## src/rtl/seg_scan_ctrl.sv

```systemverilog
// -----------------------------------------------------------------------------
// seg_scan_ctrl
//   Multiplexed N-digit 7-segment scan driver. One digit is driven per time
//   slot. Each slot is split into 16 PWM phases of SUB_CYCLES clocks. The digit
//   is lit while phase <= bright_i. Host data is captured into a pending
//   register by load_i. It is committed to the displayed (shadow) register only
//   at a frame boundary, so a frame never mixes old and new data.
//
// Ports
//   clk_i          system clock
//   rst_n_i        asynchronous active-low reset
//   data_i         hex nibbles, data_i[4k+3:4k] = digit k (digit 0 = LSD)
//   dp_in_i        decimal point per digit, 1 = lit
//   load_i         1-cycle strobe, captures data_i/dp_in_i into pending
//   en_i           0 = display dark, counters keep running
//   blank_lz_i     1 = blank leading zero digits (digit 0 never blanked)
//   bright_i       on-time = (bright_i+1)/16 of each slot
//   seg_o          segments {g,f,e,d,c,b,a}
//   dp_o           decimal point
//   dig_sel_o      one-hot digit select
//   frame_done_o   1-cycle pulse on the first cycle of each new frame
//   pending_o      pending data not yet committed
// -----------------------------------------------------------------------------
module seg_scan_ctrl #(
    parameter int NUM_DIGITS     = 4,
    parameter int SUB_CYCLES     = 8,
    parameter int SEG_ACTIVE_LOW = 0,
    parameter int DIG_ACTIVE_LOW = 0
) (
    input  logic                      clk_i,
    input  logic                      rst_n_i,
    input  logic [4*NUM_DIGITS-1:0]   data_i,
    input  logic [NUM_DIGITS-1:0]     dp_in_i,
    input  logic                      load_i,
    input  logic                      en_i,
    input  logic                      blank_lz_i,
    input  logic [3:0]                bright_i,
    output logic [6:0]                seg_o,
    output logic                      dp_o,
    output logic [NUM_DIGITS-1:0]     dig_sel_o,
    output logic                      frame_done_o,
    output logic                      pending_o
);

    localparam int SUB_W = (SUB_CYCLES > 1) ? $clog2(SUB_CYCLES) : 1;
    localparam int DIG_W = $clog2(NUM_DIGITS);

    localparam logic [SUB_W-1:0] SUB_MAX = SUB_W'(SUB_CYCLES - 1);
    localparam logic [DIG_W-1:0] DIG_MAX = DIG_W'(NUM_DIGITS - 1);

    // Inactive output levels; also the reset values.
    localparam logic [6:0]            SEG_IDLE = (SEG_ACTIVE_LOW != 0) ? 7'h7F : 7'h00;
    localparam logic                  DP_IDLE  = (SEG_ACTIVE_LOW != 0);
    localparam logic [NUM_DIGITS-1:0] DIG_IDLE = (DIG_ACTIVE_LOW != 0) ? '1 : '0;

    function automatic logic [6:0] glyph(input logic [3:0] v);
        logic [6:0] g;
        case (v)
            4'h0: g = 7'h3F;
            4'h1: g = 7'h06;
            4'h2: g = 7'h5B;
            4'h3: g = 7'h4F;
            4'h4: g = 7'h66;
            4'h5: g = 7'h6D;
            4'h6: g = 7'h7D;
            4'h7: g = 7'h07;
            4'h8: g = 7'h7F;
            4'h9: g = 7'h6F;
            4'hA: g = 7'h77;
            4'hB: g = 7'h7C;
            4'hC: g = 7'h39;
            4'hD: g = 7'h5E;
            4'hE: g = 7'h79;
            default: g = 7'h71;
        endcase
        return g;
    endfunction

    // ---------------------------------------------------------------- state
    logic                      run_q, run_d;
    logic [SUB_W-1:0]          sub_q, sub_d;
    logic [3:0]                phase_q, phase_d;
    logic [DIG_W-1:0]          dig_q, dig_d;

    logic [4*NUM_DIGITS-1:0]   pend_data_q, pend_data_d;
    logic [NUM_DIGITS-1:0]     pend_dp_q, pend_dp_d;
    logic                      pend_flag_q, pend_flag_d;
    logic [4*NUM_DIGITS-1:0]   shadow_data_q, shadow_data_d;
    logic [NUM_DIGITS-1:0]     shadow_dp_q, shadow_dp_d;

    logic [6:0]                seg_q, seg_d;
    logic                      dp_q, dp_d;
    logic [NUM_DIGITS-1:0]     dig_sel_q, dig_sel_d;
    logic                      frame_done_q, frame_done_d;

    logic                      frame_end;

    // ------------------------------------------------------------- counters
    // run_q holds the counters at zero for the first edge after reset, so the
    // first edge presents slot 0 / phase 0 and that slot gets its full length.
    always_comb begin
        run_d     = 1'b1;
        sub_d     = sub_q;
        phase_d   = phase_q;
        dig_d     = dig_q;
        frame_end = run_q && (sub_q == SUB_MAX) && (phase_q == 4'hF) && (dig_q == DIG_MAX);
        if (run_q) begin
            if (sub_q == SUB_MAX) begin
                sub_d   = '0;
                phase_d = phase_q + 4'd1;
                if (phase_q == 4'hF) begin
                    dig_d = (dig_q == DIG_MAX) ? '0 : dig_q + DIG_W'(1);
                end
            end else begin
                sub_d = sub_q + SUB_W'(1);
            end
        end
    end

    // ------------------------------------------------------ pending / shadow
    // The commit uses the pending value from before this edge, so a LOAD on the
    // frame-end cycle stays pending until the following frame end.
    always_comb begin
        pend_data_d   = pend_data_q;
        pend_dp_d     = pend_dp_q;
        pend_flag_d   = pend_flag_q;
        shadow_data_d = shadow_data_q;
        shadow_dp_d   = shadow_dp_q;
        if (frame_end) begin
            if (pend_flag_q) begin
                shadow_data_d = pend_data_q;
                shadow_dp_d   = pend_dp_q;
            end
            pend_flag_d = 1'b0;
        end
        if (load_i) begin
            pend_data_d = data_i;
            pend_dp_d   = dp_in_i;
            pend_flag_d = 1'b1;
        end
    end

    // ------------------------------------------------ per-digit decode tables
    logic [3:0]            nib_arr [NUM_DIGITS];
    logic [NUM_DIGITS-1:0] blank_vec;

    generate
        for (genvar gi = 0; gi < NUM_DIGITS; gi++) begin : g_digit
            assign nib_arr[gi] = shadow_data_d[4*gi +: 4];
            if (gi == 0) begin : g_lsd
                assign blank_vec[gi] = 1'b0;
            end else begin : g_upper
                // Blank when this digit and every more significant digit is zero.
                assign blank_vec[gi] = blank_lz_i &&
                                       (shadow_data_d[4*NUM_DIGITS-1:4*gi] == '0);
            end
        end
    endgenerate

    // --------------------------------------------------------- output decode
    // Outputs are computed from next-state counters/shadow so the registered
    // pins line up exactly with the counter position, with no lag.
    logic                  lit;
    logic [6:0]            seg_raw;
    logic                  dp_raw;
    logic [NUM_DIGITS-1:0] dig_raw;

    always_comb begin
        lit     = en_i && (phase_d <= bright_i);
        seg_raw = (lit && !blank_vec[dig_d]) ? glyph(nib_arr[dig_d]) : 7'h00;
        dp_raw  = lit && shadow_dp_d[dig_d];
        dig_raw = lit ? (NUM_DIGITS'(1) << dig_d) : '0;

        seg_d        = (SEG_ACTIVE_LOW != 0) ? ~seg_raw : seg_raw;
        dp_d         = (SEG_ACTIVE_LOW != 0) ? ~dp_raw  : dp_raw;
        dig_sel_d    = (DIG_ACTIVE_LOW != 0) ? ~dig_raw : dig_raw;
        frame_done_d = frame_end;
    end

    // ------------------------------------------------------------ registers
    always_ff @(posedge clk_i or negedge rst_n_i) begin
        if (!rst_n_i) begin
            run_q         <= 1'b0;
            sub_q         <= '0;
            phase_q       <= '0;
            dig_q         <= '0;
            pend_data_q   <= '0;
            pend_dp_q     <= '0;
            pend_flag_q   <= 1'b0;
            shadow_data_q <= '0;
            shadow_dp_q   <= '0;
            seg_q         <= SEG_IDLE;
            dp_q          <= DP_IDLE;
            dig_sel_q     <= DIG_IDLE;
            frame_done_q  <= 1'b0;
        end else begin
            run_q         <= run_d;
            sub_q         <= sub_d;
            phase_q       <= phase_d;
            dig_q         <= dig_d;
            pend_data_q   <= pend_data_d;
            pend_dp_q     <= pend_dp_d;
            pend_flag_q   <= pend_flag_d;
            shadow_data_q <= shadow_data_d;
            shadow_dp_q   <= shadow_dp_d;
            seg_q         <= seg_d;
            dp_q          <= dp_d;
            dig_sel_q     <= dig_sel_d;
            frame_done_q  <= frame_done_d;
        end
    end

    assign seg_o        = seg_q;
    assign dp_o         = dp_q;
    assign dig_sel_o    = dig_sel_q;
    assign frame_done_o = frame_done_q;
    assign pending_o    = pend_flag_q;

endmodule

```

## config.mk

```make
export PLATFORM = sky130hd
export DESIGN_NAME = seg_scan_ctrl
export DESIGN_NICKNAME = d
export VERILOG_FILES = /design/src/rtl/seg_scan_ctrl.sv
export SDC_FILE = /design/constraint.sdc
export NUM_CORES = 1
export LEC_CHECK = 0
export CAP_MARGIN = 25
export CORE_ASPECT_RATIO = 1.2
export CORE_MARGIN = 3
export CORE_UTILIZATION = 55
export DETAILED_ROUTE_END_ITERATION = 8
export GPL_TIMING_DRIVEN = 0
export MAX_ROUTING_LAYER = met4
export PLACE_DENSITY = 0.8
export SLEW_MARGIN = 20
export SYNTH_ARGS = -nofsm -noshare
export SYNTH_HDL_FRONTEND = slang
export SYNTH_SLANG_ARGS = --single-unit
```

## constraint.sdc

```tcl
create_clock -name clk_i -period 6.6 [get_ports clk_i]
set_input_delay 1.98 -clock clk_i [delete_from_list [all_inputs] [get_ports clk_i]]
set_output_delay 1.98 -clock clk_i [all_outputs]
set_load 0.05 [all_outputs]
```

==> metrics, run 1 <==
outcome finished, final reports clean; asr flop ratio synth 100.0%; core box area 0.005406 mm^2; sequential group share of total power 43.8%; setup violators final 0; largest net degree at the start of global routing 47; Clock Tree Buf Depth 2; post-synth top area cell dfrtp_1; largest family of logic cells by synthesized area multiplexers; CP Launch Type input port; total CTS buffers 9; Non-Filler Instances 377; worst skew pair latency 340 ps; violation count after the first detailed-route iteration 120; M1 WL 2660 um; crit path DAT 4150 ps; metal3 WL 348 um; CP Class input port to flip-flop; gpl congestion 0.8839; final core utilization 71.88%; Cell variety after synth 63; layout cell share with drive strength beyond 1 23.49%; row count 29; crit end category flip-flop; I/O pins 43; final slew viol count 0; Die Y 88.86 um; antenna diode count 0; placed cells 361; Total Wirelength 6413 um; relative slew slack 46.25%; number of post-CTS setup repair buffers 0; Cell Area, Placed 0.003670 mm^2; Crit-path slowest cell a32oi_1; Leak 1.825 nW; post-synthesis xor/xnor area fraction 0.8350%; measured slew at the worst slew-check pin 806.3 ps; DRT antenna net count 0; mapped cell area 0.003147 mm^2; PortBufs 42; routed len/inst 17.01 um; Avg Inst Size Synth 12.29 um^2; Setup Skew 7.584 ps; complex-gate fraction of the synthesized area 10.85%; Cell Chain, Critical Path clkdlybuf4s50_1 > inv_1 > ha_1 > nor2b_1 > o21a_1 > o21ai_0 > a32oi_1 > a21oi_1 > o2111ai_1 > nand2_1; combinational share of power 22.5%; EDFF count, synth 0; Buf/Inv on CP 2; wire length on met2 3246 um; internal power 744.9 uW; clock sink total 64; Max VDD drop 0.1616 mV; P per Cell Area 272.9 mW/mm^2; setup slack after layout 2671 ps; Sw Ratio 29.76%; period utilisation layout 59.54%; Seq/Total Area, Yosys 50.89%; total track usage 22.41%; post-synthesis simple-gate area fraction 12.88%; vias 2209; P_sw 315.6 uW; Adder-Cell Fraction of Synth Area 5.169%; critical path fanouts, max 7; # hold bufs at CTS 0; CTS H-tree lvls 3; Max Cap Viol 0; vias in the first global route 2247; clock root buffer clkbuf_8; fin crit period 3929 ps; DR pass1 iterations 4; initial cell density of the core 58.20%; most instantiated library cell after synthesis dfrtp_1; post-DP HPWL 4629 um; grt total ovfl 0; die area 0.006669 mm^2; Synth Register Bits 64; Nets 352; top cell type's share of synthesized area 50.89%; DP Worst Slack 2310 ps; first-pass GRT wire length 10500 um; Post-synth top cells 64 x dfrtp_1, 31 x mux2_2, 23 x nand2_1; post-CTS sizing 0; largest cells by area after synthesis dfrtp_1 51%, mux2_2 11%, ha_1 5.2%; via/cell ratio 5.859; top_reg_cell synth dfrtp_1; fmax 254.5 MHz; cells after synthesis 256; CTS tree built; area grow syn2layout 23.50%; Clk network pwr share 33.7%; worst hold path class flip-flop to flip-flop; synth warn 0; max incr delay on CP 630 ps; CTS clk-pin slew, worst paths 70 ps; residual DRC count 0; TNS Setup 0 ps; RSZ-0062 raised after global routing false; design area 0.003886 mm^2; DR top layer met4; CP delay by family, top compound AO/OA/AOI/OAI gates; final hold vios 0; syn nets 298; Die Wd 75.05 um; number of antenna violations at the first check in global routing 0; mux contribution to synthesized area 15.67%; Data required, critical path 6830 ps
==> power by group through the flow <==
stage,Combinational (mW),Clock [mW],Sequential (mW)
after floorplan,0.101,0,0.521
after global placement,0.230,0,0.470
after detailed placement,0.242,0,0.472
after CTS,0.243,0.363,0.465
after global routing,0.263,0.378,0.471
final,0.239,0.357,0.464
==> layer usage <==
layer / track usage [%] / vias up
met4: 11.81 / 0
met3: 6.364 / 17
li1: - / 1033
met5: - / -
met1: 26.14 / 1078
met2: 34.79 / 81
==> through the flow <==
step,power [mW],hold slack [ps]
CTS,1.071,482.1
global placement,0.6992,453.0
floorplan,0.6227,440.2
finish,1.061,482.2
global route,1.111,516.2
detailed placement,0.7141,464.7
==> worst paths after layout <==
kind                                startpoint                end  slack [ps]  cells after the start
worst max-delay path               bright_i[1]           seg_o[3]        2670                     10
worst max register to register        dig_q[0]           seg_o[5]        3340                     12
max in group asynchronous              rst_n_i  shadow_data_q[11]        4600                      2
worst min register to register  shadow_dp_q[2]     shadow_dp_q[2]         480                      2
min in group asynchronous              rst_n_i         phase_q[0]        1510                      1
worst min-delay path            shadow_dp_q[2]     shadow_dp_q[2]         480                      2
==> registers in the layout, summed over array words and instances, names as in the netlist, 2 cells and up <==
| signal | flops |
|---|---|
| dig_q | 2 |
| dig_sel_o | 4 |
| pend_data_q | 16 |
| pend_dp_q | 4 |
| phase_q | 4 |
| seg_o | 7 |
| shadow_data_q | 16 |
| shadow_dp_q | 4 |
| sub_q | 3 |
==> kinds of logic (layout without fill, tap and decap cells) <==
kind of cell             count (synthesis)  count (layout)
adder cells (fa/ha/maj)                 13              13
AO/OA/AOI/OAI                           43              43
XOR/XNOR                                 3               3
AND/OR/NAND/NOR                         67              67
other                                    1               1
flip-flops                              64              64
multiplexers                            44              44
buffers and inverters                   21              80
==> cells in the final DEF (no fill, tap or decap), drive strengths merged, types with 4 or more instances in the layout <==
cell,netlist,layout
buf,4,6
o21ai,11,11
a21oi,4,4
clkbuf,3,15
a221oi,4,4
nor4,4,4
mux2i,8,8
o211ai,5,5
dfrtp,64,64
clkdlybuf4s50,0,41
nor2,10,10
inv,14,14
nand4,5,5
nand3,10,10
mux2,36,36
nand2,24,24
ha,13,13
==> worst reg2reg max path: cells and delay by family, from the launching register on <==
family	cells	cell delay (ps)
flip-flops	1	540
AND/OR/NAND/NOR	2	480
buffers and inverters	2	240
AO/OA/AOI/OAI	3	530
multiplexers	3	720
adder cells (fa/ha/maj)	2	630
==> layout make-up <==
| type | count | area [um^2] |
|---|---|---|
| plain buffers | 7 | 57.56 |
| clock buffers | 12 | 165.2 |
| clock inverters | 4 | 51.30 |
| fillers | 399 | 1520 |
| inverters | 14 | 55.05 |
| multi-input cells | 171 | 1433 |
| flip-flops and latches | 64 | 1602 |
| well taps | 62 | 77.57 |
| repair buffers | 43 | 445.4 |
(Power assumes the default switching activity.)
==> run 2, diff against run 1 <==
--- a/config.mk
+++ b/config.mk
@@ -8,11 +8,11 @@
 export CAP_MARGIN = 25
 export CORE_ASPECT_RATIO = 1.2
 export CORE_MARGIN = 3
-export CORE_UTILIZATION = 55
+export CORE_UTILIZATION = 49
 export DETAILED_ROUTE_END_ITERATION = 8
 export GPL_TIMING_DRIVEN = 0
 export MAX_ROUTING_LAYER = met4
-export PLACE_DENSITY = 0.8
+export PLACE_DENSITY = 0.75
 export SLEW_MARGIN = 20
 export SYNTH_ARGS = -nofsm -noshare
 export SYNTH_HDL_FRONTEND = slang
==> constraint.sdc (replaced) <==
create_clock -name clk_i -period 3.3 [get_ports clk_i]
set_input_delay 0.99 -clock clk_i [delete_from_list [all_inputs] [get_ports clk_i]]
set_output_delay 0.99 -clock clk_i [all_outputs]
set_load 0.05 [all_outputs]
==> metrics, run 2 (synthesis results as in run 1) <==
DR pass1 iterations 4 (unchanged); vias 2183 (was 2209); clock sink total 64 (unchanged); Max Cap Viol 0 (unchanged); antenna diode count 0 (unchanged); final core utilization 63.68% (was 71.88%); layout cell share with drive strength beyond 1 23.81% (was 23.49%); filler cell count 522 (was 399); Die Wd 79.16 um (was 75.05 um); routed len/inst 15.63 um (was 17.01 um); CP Class flip-flop to flip-flop (was input port to flip-flop); R2R depth 13 (was 12); commonest non-fill, non-tap cells in the layout 63 x dfrtp_1, 41 x clkdlybuf4s50_1, 31 x mux2_2 (was 64 x dfrtp_1, 41 x clkdlybuf4s50_1, 31 x mux2_2); P_sw 611.7 uW (was 315.6 uW); Max VDD drop 0.2840 mV (was 0.1616 mV); RR Startpoint sub_q[0] (was dig_q[0]); DRT antenna net count 0 (unchanged); Clk network pwr share 32.5% (was 33.7%); final hold vios 0 (unchanged); I/O pins 43 (unchanged); initial cell density of the core 51.35% (was 58.20%); setup violators final 0 (unchanged); clock root buffer clkbuf_8 (unchanged); total CTS buffers 9 (unchanged); fin crit period 3061 ps; Nets 352 (unchanged); violation count after the first detailed-route iteration 111 (was 120); reg-to-reg slack, setup 240 ps (was 3340 ps); crit end category flip-flop (unchanged); combinational share of power 23.0% (was 22.5%); commonest non-fill, non-tap cell in the layout dfrtp_1 (unchanged); period utilisation layout 92.75%; total track usage 19.15% (was 22.41%); final slew viol count 0 (unchanged); CTS tree built (unchanged); measured slew at the worst slew-check pin 700.7 ps (was 806.3 ps); number of antenna violations at the first check in global routing 0 (unchanged); number of post-CTS setup repair buffers 0 (unchanged); CTS H-tree lvls 3 (unchanged); sequential group share of total power 44.6% (was 43.8%); gpl congestion 0.8655 (was 0.8839); CP Launch Type flip-flop (was input port); Total Wirelength 6204 um (was 6413 um); via/cell ratio 5.499 (was 5.859); Setup Skew 12.31 ps (was 7.584 ps); outcome finished, final reports clean (unchanged); Leak 1.801 nW (was 1.825 nW); worst skew pair latency 330 ps (was 340 ps); P per Cell Area 534.1 mW/mm^2 (was 272.9 mW/mm^2); Die Y 93.79 um (was 88.86 um); Clock Tree Buf Depth 2 (unchanged); WHS Path Cells 2 (unchanged); critical path fanouts, max 10 (was 7); RR Endpoint seg_o[3] (was seg_o[5]); internal power 1.473 mW (was 744.9 uW); hold wc startpoint shadow_dp_q[1] (was shadow_dp_q[2]); row count 31 (was 29); grt total ovfl 0 (unchanged); CTS clk-pin slew, worst paths 70 ps (about the same); largest net degree at the start of global routing 45 (was 47); first-pass GRT wire length 10710 um (was 10500 um); RSZ-0062 raised after global routing false (unchanged); residual DRC count 0 (unchanged); die area 0.007424 mm^2 (was 0.006669 mm^2); post-DP HPWL 4569 um (was 4629 um); total power 2.084 mW (was 1.061 mW); end of the worst hold path shadow_dp_q[1] (was shadow_dp_q[2]); Sw Ratio 29.35% (was 29.76%); worst hold path class flip-flop to flip-flop (unchanged); core box area 0.006128 mm^2 (was 0.005406 mm^2); relative slew slack 53.29% (was 46.25%); crit path DAT 3260 ps (was 4150 ps); PortBufs 42 (unchanged); fmax 326.7 MHz; Data required, critical path 3500 ps (was 6830 ps); area grow syn2layout 24.02% (was 23.50%); vias in the first global route 2274 (was 2247)
==> run 2: worst max path at each step <==
stage	from	to	depth (start not counted)
after floorplan	dig_q[0]	seg_o[5]	12
after global placement	rst_n_i	pend_dp_q[2]	1
after detailed placement	bright_i[1]	seg_o[3]	10
after CTS	dig_q[0]	seg_o[5]	12
after global routing	sub_q[0]	seg_o[3]	13
final	sub_q[0]	seg_o[3]	13
==> run 2: metrics by stage <==
stage | std cells | area (um^2) | setup TNS [ps] | hold slack [ps] | setup slack, ps
3_5_place_dp | 381 | 3687 | 0 | 457.9 | 22.13
3_3_place_gp | 380 | 3670 | -48270 | 452.0 | -758.3
4_1_cts | 397 | 3887 | 0 | 474.2 | 110.5
2_1_floorplan | 256 | 3147 | 0 | 440.2 | 566.9
5_1_grt | 397 | 3902 | 0 | 500.1 | 79.64
6_report | 397 | 3902 | 0 | 472.1 | 239.4
==> run 2: metal layers <==
metal	routed length (um)	up-vias	global-route usage, %
li1	-	1043	-
met1	2716	1088	23.29
met2	3190	45	31.53
met3	241	7	4.319
met4	56	0	6.590
met5	0	-	-
==> run 2: power groups by stage <==
stage	logic (mW)	registers [mW]	clock network (mW)
5_1_grt	0.529	0.940	0.726
3_3_place_gp	0.461	0.939	0
6_report	0.479	0.929	0.677
2_1_floorplan	0.203	1.04	0
3_5_place_dp	0.476	0.944	0
4_1_cts	0.479	0.930	0.693
==> run 2: worst max-delay path, stage by stage, from the launching register on <==
cell	delay, ps
dfrtp_1	400
ha_1	210
ha_1	220
nand3_2	160
buf_6	180
nor2_2	60
a21oi_4	300
inv_4	100
mux2i_1	140
mux2i_2	350
inv_1	150
ha_1	350
o2111ai_1	230
nand2_1	80
==> run 2: what timing repair did <==
| item | in CTS | in global routing |
|---|---|---|
| hold buffers | 0 | 0 |
| gates resized for setup | 0 | 4 |
| endpoints found under the setup margin | 0 | 5 |
==> run 2: final cells by class <==
cell class,count,area [um^2],area share (%)
Buffer,7,57.56,1.475
Clock buffer,14,162.7,4.168
Clock inverter,2,37.54,0.9618
Inverter,14,55.05,1.411
Multi-Input combinational cell,171,1446,37.06
Sequential cell,64,1603,41.07
Tap cell,82,102.6,2.629
Timing Repair Buffer,43,437.9,11.22
